$ cat config.mk
export PLATFORM = sky130hd
export DESIGN_NAME = ex_alu_unit
export DESIGN_NICKNAME = d
export VERILOG_FILES = /design/src/rtl/ex_alu_unit_pkg.sv /design/src/rtl/ex_alu_unit_seq_mul.sv /design/src/rtl/ex_alu_unit.sv
export SDC_FILE = /design/constraint.sdc
export NUM_CORES = 1
export LEC_CHECK = 0
export BUFFER_PORTS_ARGS = -buffer_cell sky130_fd_sc_hd__buf_2
export CAP_MARGIN = 20
export CORE_UTILIZATION = 45
export CTS_CLUSTER_DIAMETER = 80
export DETAILED_ROUTE_END_ITERATION = 10
export PLACE_DENSITY_LB_ADDON = 0.25
export SYNTH_ARGS = -nofsm -noshare
export SYNTH_HDL_FRONTEND = slang
export SYNTH_SLANG_ARGS = --single-unit
$ cat constraint.sdc
create_clock -name clk_i -period 5.8 [get_ports clk_i]
set_input_delay 0.87 -clock clk_i [delete_from_list [all_inputs] [get_ports clk_i]]
set_output_delay 0.87 -clock clk_i [all_outputs]
set_load 0.05 [all_outputs]
$ cat src/rtl/ex_alu_unit_pkg.sv
// Shared definitions for the execute-stage ALU: op codes from the ALU-control
// decoder and the ALU sequencing states.
package ex_alu_unit_pkg;

  localparam logic [2:0] ALU_ADD = 3'b000;
  localparam logic [2:0] ALU_SUB = 3'b001;
  localparam logic [2:0] ALU_OR  = 3'b010;
  localparam logic [2:0] ALU_AND = 3'b011;
  localparam logic [2:0] ALU_MUL = 3'b100;

  typedef enum logic {
    S_IDLE = 1'b0,
    S_MUL  = 1'b1
  } alu_state_e;

endpackage

$ cat src/rtl/ex_alu_unit_seq_mul.sv
// Iterative shift-add multiplier: one multiplier bit per step, always WIDTH
// steps, producing the low WIDTH bits of the product.
module seq_mul_unit #(
  parameter int WIDTH = 32
) (
  input  logic             clk_i,
  input  logic             rst_i,
  input  logic             start,
  input  logic             step,
  input  logic [WIDTH-1:0] mcand_in,
  input  logic [WIDTH-1:0] mplier_in,
  output logic             done,
  output logic [WIDTH-1:0] product
);

  localparam int CW = $clog2(WIDTH);

  logic [WIDTH-1:0] mcand, mplier, acc;
  logic [CW-1:0]    count;

  // product already includes the current step's partial add, so on the
  // final step the caller can register it directly.
  assign product = acc + (mplier[0] ? mcand : '0);
  assign done    = step && (count == CW'(WIDTH-1));

  always_ff @(posedge clk_i or posedge rst_i) begin
    if (rst_i) begin
      mcand  <= '0;
      mplier <= '0;
      acc    <= '0;
      count  <= '0;
    end else if (start) begin
      mcand  <= mcand_in;
      mplier <= mplier_in;
      acc    <= '0;
      count  <= '0;
    end else if (step) begin
      acc    <= product;
      mcand  <= mcand << 1;
      mplier <= mplier >> 1;
      count  <= count + CW'(1);
    end
  end

endmodule

$ cat src/rtl/ex_alu_unit.sv
// Execute-stage ALU: single-cycle add/sub/or/and, fixed-latency iterative mul,
// registered result/zero with a one-cycle valid pulse toward EX/MEM.
module ex_alu_unit #(
  parameter int WIDTH = 32
) (
  input  logic             clk_i,
  input  logic             rst_i,
  input  logic             valid_i,
  input  logic [2:0]       ALUCtr,
  input  logic [WIDTH-1:0] src1_i,
  input  logic [WIDTH-1:0] src2_i,
  output logic             ready_o,
  output logic             valid_o,
  output logic [WIDTH-1:0] result_o,
  output logic             zero_o
);

  import ex_alu_unit_pkg::*;

  alu_state_e       state, state_n;
  logic             load, mul_start, mul_step, mul_done;
  logic [WIDTH-1:0] res_n, mul_prod;

  assign ready_o  = (state == S_IDLE);
  assign mul_step = (state == S_MUL);

  seq_mul_unit #(.WIDTH(WIDTH)) u_mul (
    .clk_i     (clk_i),
    .rst_i     (rst_i),
    .start     (mul_start),
    .step      (mul_step),
    .mcand_in  (src1_i),
    .mplier_in (src2_i),
    .done      (mul_done),
    .product   (mul_prod)
  );

  always_comb begin
    state_n   = state;
    load      = 1'b0;
    mul_start = 1'b0;
    res_n     = '0;
    case (state)
      S_IDLE: begin
        if (valid_i) begin
          load = 1'b1;
          case (ALUCtr)
            ALU_ADD: res_n = src1_i + src2_i;
            ALU_SUB: res_n = src1_i - src2_i;
            ALU_OR:  res_n = src1_i | src2_i;
            ALU_AND: res_n = src1_i & src2_i;
            ALU_MUL: begin
              load      = 1'b0;
              mul_start = 1'b1;
              state_n   = S_MUL;
            end
            // undefined codes still produce a clean, defined zero result
            default: res_n = '0;
          endcase
        end
      end
      S_MUL: begin
        if (mul_done) begin
          load    = 1'b1;
          res_n   = mul_prod;
          state_n = S_IDLE;
        end
      end
      default: state_n = S_IDLE;
    endcase
  end

  always_ff @(posedge clk_i or posedge rst_i) begin
    if (rst_i) begin
      state    <= S_IDLE;
      valid_o  <= 1'b0;
      result_o <= '0;
      zero_o   <= 1'b1;
    end else begin
      state   <= state_n;
      valid_o <= load;
      if (load) begin
        result_o <= res_n;
        zero_o   <= (res_n == '0);
      end
    end
  end

endmodule

==> results of run 1 <==
==> layer usage <==
metal / vias up / global-route usage
met3: 47 / 0.0493
met1: 4933 / 0.419
met5: - / 0
met2: 378 / 0.404
met4: 0 / 0.0884
li1: 5005 / -
==> per-stage QoR <==
step / cells / power [mW] / worst slack (ps)
detailed placement: 1723 / 3.83 / 7.36
floorplan: 1353 / 3.24 / 314
finish: 1756 / 4.98 / 428
CTS: 1755 / 4.98 / 437
global route: 1756 / 5.32 / 164
global placement: 1723 / 3.79 / 77.9
==> kinds of logic (layout without fill, tap and decap cells) <==
| family | count (synthesis) | after routing | synth area share |
|---|---|---|---|
| and+or+nand+nor | 473 | 473 | 0.202 |
| AOI/OAI and AO/OA | 407 | 407 | 0.228 |
| DFF | 136 | 136 | 0.308 |
| buffers and inverters | 105 | 188 | 0.0437 |
| xor gates and xnor gates | 83 | 83 | 0.0658 |
| adders and majority gates | 79 | 79 | 0.0886 |
| muxes | 70 | 70 | 0.0639 |
| other | 0 | 1 | 0 |
==> power by group through the flow <==
stage | sequential, mW | clock (mW) | combinational [mW]
floorplan | 1.87 | 0 | 1.37
detailed placement | 1.65 | 0 | 2.18
finish | 1.64 | 1.13 | 2.21
global route | 1.69 | 1.19 | 2.44
global placement | 1.64 | 0 | 2.15
CTS | 1.64 | 1.15 | 2.19
==> final cells by class <==
cell class              count  area share
flip-flops and latches    136       0.275
diodes                      1    0.000202
well taps                 319      0.0322
multi-input cells        1112       0.578
clock inverters            14      0.0129
repair buffers            133      0.0596
inverters                  23     0.00737
clock buffers              18      0.0346
==> registers in the layout, summed over array words and instances, names as in the netlist <==
name	count
zero_o	1
u_mul.count	5
mul_step	1
u_mul.acc	32
u_mul.mcand	32
result_o	32
valid_o	1
u_mul.mplier	32
==> worst max-delay path, delay by kind of cell <==
family / cells / cell delay [ps]
adder cells (fa/ha/maj): 1 / 270
AND/OR/NAND/NOR: 6 / 2040
XOR/XNOR: 2 / 360
AO/OA/AOI/OAI: 9 / 2020
buffers and inverters: 1 / 130
==> placed cells by master (no fill, tap or decap), drive strengths merged, types with 8 or more instances in the layout <==
cell    Yosys  routed
nor2       89      89
nand2     215     215
o21a        9       9
and2       37      37
buf        10     133
a221o       8       8
nor3       16      16
or3        10      10
a221oi     12      12
o211ai     13      13
o31ai      11      11
nand4      14      14
a21o       27      27
dfrtp     135     135
a21oi     108     108
a211oi      9       9
nand2b     12      12
a31oi      10      10
maj3       10      10
clkbuf     72      18
mux2i      66      66
ha         67      67
xor2       35      35
and3       13      13
inv        23      30
xnor2      48      48
nand3      21      21
o21ai     151     151
==> worst max path at each step <==
stage	cells after the start	slack, ps	to
2_1_floorplan	22	310	zero_o
3_3_place_gp	19	80	zero_o
3_5_place_dp	19	7	zero_o
4_1_cts	19	440	zero_o
5_1_grt	19	160	zero_o
6_report	19	430	zero_o
==> flow_metrics.env, run 1 <==
export IMPL_outcome="complete, no violations"
export IMPL_synth_edff_count=0
export IMPL_drt_wl_total_mm=34.4
export IMPL_placedInstanceArea_um2=11800
export IMPL_cts_buffers=17
export IMPL_cp_end_kind="register"
export IMPL_slew_headroom=0.365
export IMPL_maxSlewViolCount=0
export IMPL_min_delay_path_class="reg -> reg"
export IMPL_synthCells=1353
export IMPL_worst_slew_pin_slew_ps=953
export IMPL_timing_critical_path_from="src2_i[5]"
export IMPL_p_switching_mw=2.27
export IMPL_dr_pass1_iters=5
export IMPL_setup_tns_ps=0
export IMPL_whs_ps=467
export IMPL_fmax_ghz=0.186
export IMPL_cts_path_max_buffers=2
export IMPL_cts_setup_buffers=0
export IMPL_multi_input_area_um2=7160
export IMPL_core_area_um2=23800
export IMPL_design_final_nets=1562
export IMPL_top_layer="met4"
export IMPL_drc=0
export IMPL_groute_usage_overall=0.280
export IMPL_hold_violations=0
export IMPL_drtAntennaViolNets=0
export IMPL_netlist_top_cells_count="nand2_1, o21ai_0, dfrtp_1, a21oi_1, nor2_1"
export IMPL_synthDistinctLibCells=78
export IMPL_synthTopCellsByArea="dfrtp_1, ha_1, nand2_1"
export IMPL_rows=56
export IMPL_worstReg2RegStart="u_mul.mplier[0]"
export IMPL_p_leak_nw=5.64
export IMPL_fillers=2304
export IMPL_place_gp_congestion=0.960
export IMPL_finClkSkew_ps=16.5
export IMPL_synth_seq_cells=136
export IMPL_finalCritPeriodShare=0.926
export IMPL_setup_viol=0
export IMPL_worstHoldEndpoint="result_o[5]"
export IMPL_grt_first_pass_wirelength_mm=53.1
export IMPL_worstSkewPairLatency_ps=430
export IMPL_regArea_um2=3410
export IMPL_ir_worst_vdd_v=0.000220
export IMPL_power_density_nw_per_um2=402
export IMPL_dpl_hpwl_mm=26.0
export IMPL_fp_dieH_um=159
export IMPL_dieArea_um2=25200
export IMPL_syn_num_nets=1492
export IMPL_r2r_slack_ps=950
export IMPL_cpPeakStageDelay_ps=520
export IMPL_ff2ff_path_depth=13
export IMPL_pin_count=105
export IMPL_worstSetupPathType="in -> reg"
export IMPL_crit_slowest_cell="or3b_2"
export IMPL_seqPwrFrac=0.329
export IMPL_internal_power_mw=2.70
export IMPL_cts_tree="done"
export IMPL_seq_area_frac_synth=0.308
export IMPL_met3_length_mm=2.63
export IMPL_cts_sinks=136
export IMPL_grt_setup_unrepaired="no"
export IMPL_postCtsHoldBufs=0
export IMPL_root_buffer="clkbuf_16"
export IMPL_pwr_share_comb=0.443
export IMPL_grt_pass1_vias=9378
export IMPL_netlist_area_um2=11000
export IMPL_pwr_share_clk=0.227
export IMPL_syn_avg_cell_area_um2=8.16
export IMPL_cts_resized_gates=0
export IMPL_initial_core_util=0.465
export IMPL_grt_antenna_before_repair=1
export IMPL_drtIter0Drc=856
export IMPL_wl_met1_mm=16.8
export IMPL_cp_arrival_ps=5700
export IMPL_synth_warnings=0
export IMPL_yosysTopAreaCellShare=0.306
export IMPL_avgRoutedWirePerCell_um=19.6
export IMPL_cp_max_fo=5
export IMPL_critPathLaunchType="input pin"
export IMPL_cp_required_ps=6130
export IMPL_die_x_um=159
export IMPL_period_needed_ps=5370
export IMPL_design_area_um2=12400
export IMPL_wl_met2_mm=14.3
export IMPL_rr_endpoint="result_o[31]"
export IMPL_synth_most_common_cell="nand2_1"
export IMPL_viasPerCell=5.90
export IMPL_maxCapViolations=0
export IMPL_grt_overflow_total=0
export IMPL_path_cells="buf_2, or3_1, or3b_2, nor2_1, nand3b_1, or2_2, o21ai_0, xor2_1, ha_1, a21o_1, a221o_1, or4_4, o21ai_2, o21ai_2, a21o_1, a21oi_2, xor2_1, o221ai_2, o41ai_2"
export IMPL_layout_drive_gt1_share=0.143
export IMPL_synth_largest_area_cell="dfrtp_1"
export IMPL_synthFlopType="dfrtp_1"
export IMPL_vias=10400
export IMPL_syn2layout_area_growth_pct=12.3
export IMPL_p_sw_frac=0.457
export IMPL_ys_async_sr_fraction=1.00
export IMPL_cts_clk_slew_worst_paths_ps=70
export IMPL_h_tree_depth=4
export IMPL_final_util=0.522
export IMPL_numPortBuffers=104
export IMPL_holdPathStages=2
export IMPL_grt_max_degree=111
export IMPL_min_from="result_o[5]"
No activity file was read; power rests on OpenSTA's default activity.
==> run 2: changes to the inputs <==
REMOVE_ABC_BUFFERS = 1   (was unset)
==> flow_metrics.env, run 2 (synthesis gave the netlist of run 1 again) <==
export IMPL_outcome="complete, no violations"
export IMPL_slew_headroom=0.283
export IMPL_drtAntennaViolNets=0
export IMPL_worstHoldEndpoint="u_mul.mplier[28]"
export IMPL_layout_drive_gt1_share=0.144
export IMPL_crit_slowest_cell="or3b_2"
export IMPL_whs_ps=482
export IMPL_fin_cells=1759
export IMPL_grt_setup_unrepaired="no"
export IMPL_critPathLaunchType="input pin"
export IMPL_dieArea_um2=25200
export IMPL_dp_cells=1728
export IMPL_fillers=2261
export IMPL_finClkSkew_ps=12.2
export IMPL_h_tree_depth=4
export IMPL_worst_slew_pin_slew_ps=1080
export IMPL_grt_antenna_before_repair=0
export IMPL_drtIter0Drc=1026
export IMPL_path_cells="buf_2, or3_1, or3b_2, nor2_1, nand3b_1, or2_2, o21ai_0, xor2_1, ha_1, a21o_1, a221o_1, or4_4, o21ai_2, o21ai_2, xor2_1, a221o_1, nor3_1, nand4_1, o41ai_2"
export IMPL_setup_tns_ps=0
export IMPL_multi_input_area_um2=7160
export IMPL_dp_slack_ps=-55.7
export IMPL_vias=10400
export IMPL_numPortBuffers=104
export IMPL_rows=56
export IMPL_maxCapViolations=0
export IMPL_postCtsHoldBufs=0
export IMPL_cts_setup_buffers=0
export IMPL_cp_required_ps=6130
export IMPL_cts_resized_gates=0
export IMPL_syn2layout_area_growth_pct=12.3
export IMPL_place_gp_congestion=0.939
export IMPL_min_from="u_mul.mplier[29]"
export IMPL_cpPeakStageDelay_ps=530
export IMPL_regArea_um2=3410
export IMPL_final_common_cell="nand2_1"
export IMPL_pwr_share_clk=0.216
export IMPL_ff2ff_path_depth=13
export IMPL_die_x_um=159
export IMPL_cts_clk_slew_worst_paths_ps=60
export IMPL_design_area_um2=12400
export IMPL_p_leak_nw=5.65
export IMPL_power_density_nw_per_um2=396
export IMPL_fmax_ghz=0.184
export IMPL_p_switching_mw=2.24
export IMPL_initial_core_util=0.465
export IMPL_most_common_layout_cells="nand2_1, o21ai_0, dfrtp_1"
export IMPL_viasPerCell=5.90
export IMPL_design_final_nets=1567
export IMPL_dr_pass1_iters=7
export IMPL_finalCritPeriodShare=0.938
export IMPL_ir_worst_vdd_v=0.000294
export IMPL_core_area_um2=23800
export IMPL_p_sw_frac=0.456
export IMPL_cp_end_kind="register"
export IMPL_min_delay_path_class="reg -> reg"
export IMPL_maxSlewViolCount=0
export IMPL_final_util=0.522
export IMPL_cp_arrival_ps=5770
export IMPL_worstReg2RegStart="u_mul.mplier[0]"
export IMPL_period_needed_ps=5440
export IMPL_drt_wl_total_mm=33.6
export IMPL_holdPathStages=2
export IMPL_internal_power_mw=2.67
export IMPL_worstSkewPairLatency_ps=450
export IMPL_rr_endpoint="zero_o"
export IMPL_worstSetupPathType="in -> reg"
export IMPL_cp_max_fo=3
export IMPL_hold_violations=0
export IMPL_seqPwrFrac=0.337
export IMPL_grt_first_pass_wirelength_mm=52.9
export IMPL_drc=0
export IMPL_diodes=0
export IMPL_root_buffer="clkbuf_16"
export IMPL_dpl_hpwl_mm=25.0
export IMPL_pin_count=105
export IMPL_grt_overflow_total=0
export IMPL_grt_max_degree=116
export IMPL_cts_buffers=17
export IMPL_pwr_share_comb=0.446
export IMPL_groute_usage_overall=0.277
export IMPL_timing_final_ws_setup_ps=361
export IMPL_grt_pass1_vias=9606
export IMPL_setup_viol=0
export IMPL_fp_dieH_um=159
export IMPL_r2r_slack_ps=950
export IMPL_cts_path_max_buffers=2
export IMPL_placedInstanceArea_um2=11800
export IMPL_cts_sinks=136
export IMPL_cts_tree="done"
export IMPL_power_mw=4.91
export IMPL_avgRoutedWirePerCell_um=19.1
run 2: worst max-delay path: cells and delay by family:
family,cells,cell delay [ps]
AOI/OAI and AO/OA,7,1690
and+or+nand+nor,8,2510
buffers and inverters,1,100
adders and majority gates,1,280
xor gates and xnor gates,2,330
run 2: power groups by stage:
stage | clock [mW] | combinational (mW) | sequential, mW
after floorplan | 0 | 1.20 | 1.98
after global placement | 0 | 2.14 | 1.66
after detailed placement | 0 | 2.17 | 1.67
after CTS | 1.07 | 2.18 | 1.66
after global routing | 1.11 | 2.43 | 1.71
final | 1.06 | 2.19 | 1.66
run 2: cell type report:
class	instances	area share
Clock buffer	22	0.0374
Clock inverter	9	0.00767
Inverter	23	0.00737
Multi-Input combinational cell	1112	0.578
Sequential cell	136	0.275
Tap cell	319	0.0322
Timing Repair Buffer	138	0.0626
run 2: worst max-delay path by stage:
stage / end / from / cells past startpoint
6_report: zero_o / src2_i[5] / 19
5_1_grt: zero_o / src2_i[5] / 20
4_1_cts: zero_o / src2_i[5] / 19
3_5_place_dp: zero_o / src2_i[5] / 19
3_3_place_gp: zero_o / src2_i[5] / 19
2_1_floorplan: zero_o / mul_step / 12
run 2: layer usage:
metal | vias to the layer above | track usage | wire (µm)
li1 | 5021 | - | -
met1 | 4968 | 0.411 | 16300
met2 | 356 | 0.420 | 14700
met3 | 41 | 0.0343 | 2070
met4 | 0 | 0.0746 | 552
met5 | - | 0 | 0
==> run 3: changes to the inputs <==
RECOVER_POWER = 50   (was unset)
==> flow_metrics.env, run 3 (synthesis gave the netlist of run 1 again) <==
export IMPL_rows=56
export IMPL_final_common_cell="nand2_1"
export IMPL_grt_first_pass_wirelength_mm=52.9
export IMPL_finClkSkew_ps=12.9
export IMPL_critPathLaunchType="input pin"
export IMPL_grt_pass1_vias=9606
export IMPL_cts_clk_slew_worst_paths_ps=60
export IMPL_met2_usage=0.420
export IMPL_maxCapViolations=1
export IMPL_most_common_layout_cells="nand2_1, o21ai_0, dfrtp_1"
export IMPL_avgRoutedWirePerCell_um=19.1
export IMPL_cts_path_max_buffers=2
export IMPL_rr_endpoint="zero_o"
export IMPL_hold_violations=0
export IMPL_layout_drive_gt1_share=0.121
export IMPL_syn2layout_area_growth_pct=11.9
export IMPL_h_tree_depth=4
export IMPL_grt_setup_unrepaired="no"
export IMPL_cts_resized_gates=0
export IMPL_dpl_hpwl_mm=25.0
export IMPL_worstReg2RegStart="u_mul.mplier[0]"
export IMPL_power_mw=4.89
export IMPL_cp_end_kind="register"
export IMPL_min_from="u_mul.mplier[29]"
export IMPL_design_final_nets=1567
export IMPL_pin_count=105
export IMPL_grt_antenna_before_repair=0
export IMPL_violations="capacitance limit, slew limit"
export IMPL_ff2ff_path_depth=14
export IMPL_busiest_layer="met2"
export IMPL_placedInstanceArea_um2=11800
export IMPL_cp_max_fo=3
export IMPL_worstSkewPairLatency_ps=440
export IMPL_slew_headroom=-1.50
export IMPL_cts_sinks=136
export IMPL_maxSlewViolCount=85
export IMPL_drtIter0Drc=993
export IMPL_viasPerCell=5.90
export IMPL_fp_dieH_um=159
export IMPL_grt_max_degree=116
export IMPL_cp_arrival_ps=5790
export IMPL_root_buffer="clkbuf_16"
export IMPL_core_area_um2=23800
export IMPL_holdPathStages=2
export IMPL_worstSetupPathType="in -> reg"
export IMPL_vias=10400
export IMPL_dp_slack_ps=-55.7
export IMPL_worstHoldEndpoint="u_mul.mplier[28]"
export IMPL_outcome="finished, violations left"
export IMPL_cts_tree="done"
export IMPL_setup_viol=0
export IMPL_period_needed_ps=5460
export IMPL_dieArea_um2=25200
export IMPL_whs_ps=482
export IMPL_drt_wl_total_mm=33.6
export IMPL_postCtsHoldBufs=0
export IMPL_design_area_um2=12300
export IMPL_final_util=0.520
export IMPL_cts_buffers=17
export IMPL_place_gp_congestion=0.939
export IMPL_drtAntennaViolNets=0
export IMPL_min_delay_path_class="reg -> reg"
export IMPL_power_density_nw_per_um2=396
export IMPL_initial_core_util=0.465
export IMPL_finalCritPeriodShare=0.941
export IMPL_grt_overflow_total=0
export IMPL_r2r_slack_ps=990
export IMPL_fmax_ghz=0.183
export IMPL_timing_final_ws_setup_ps=342
export IMPL_p_leak_nw=5.53
export IMPL_dr_pass1_iters=5
export IMPL_worst_slew_pin_slew_ps=3720
export IMPL_numPortBuffers=104
export IMPL_groute_usage_overall=0.277
export IMPL_diodes=0
export IMPL_cts_setup_buffers=0
export IMPL_grt_use_met1=0.411
export IMPL_cp_required_ps=6130
export IMPL_grt_use_met3=0.0343
export IMPL_ir_worst_vdd_v=0.000277
export IMPL_drc=0
export IMPL_die_x_um=159
run 3: cell types whose count changed in the layout (fill, tap and decap cells not counted), sizes merged:
cell	delta
inv	-1
clkbuf	+35
buf	-35
clkinvlp	+1
run 3: metal layers:
metal	vias to the layer above	wire length [µm]	part of all wire
li1	5024	-	-
met1	4940	16300	0.49
met2	369	14700	0.44
met3	44	2010	0.060
met4	0	630	0.019
met5	-	0	0
run 3: worst max path at each step:
stage,startpoint,end,depth (start not counted)
2_1_floorplan,mul_step,zero_o,12
3_3_place_gp,src2_i[5],zero_o,19
4_1_cts,src2_i[5],zero_o,19
5_1_grt,src2_i[5],zero_o,20
6_report,src2_i[5],zero_o,19
3_5_place_dp,src2_i[5],zero_o,19
run 3: cell type report:
| cell class | instances | area, µm² |
|---|---|---|
| tap | 319 | 399 |
| clock inverter | 9 | 95.1 |
| sequential | 136 | 3410 |
| fill | 2286 | 11400 |
| clock buffer | 22 | 464 |
| inverter | 23 | 87.6 |
| timing repair buffer | 138 | 731 |
| multi-input combinational | 1112 | 7160 |
run 3: per-stage QoR:
step,instances,setup TNS (ps)
finish,1759,0
CTS,1759,0
detailed placement,1728,-55.7
global placement,1728,0
global route,1759,0
floorplan,1271,-816
run 3: where the power goes:
part	leakage (nW)	internal [mW]	total [mW]	switching, mW
sequential	1.77	1.32	1.66	0.344
combinational	3.50	0.712	2.16	1.45
clock	0.259	0.613	1.06	0.449
run 3: critical path, stage by stage:
cell	delay [ps]
buf_2	100
or3_1	400
or3b_2	530
nor2_1	200
nand3b_1	160
or2_2	320
o21ai_0	200
xor2_1	170
ha_1	280
a21o_1	180
a221o_1	380
or4_4	490
o21ai_2	230
o21ai_2	120
xor2_1	160
a221o_1	330
nor3_1	230
nand4_1	170
o41ai_2	260
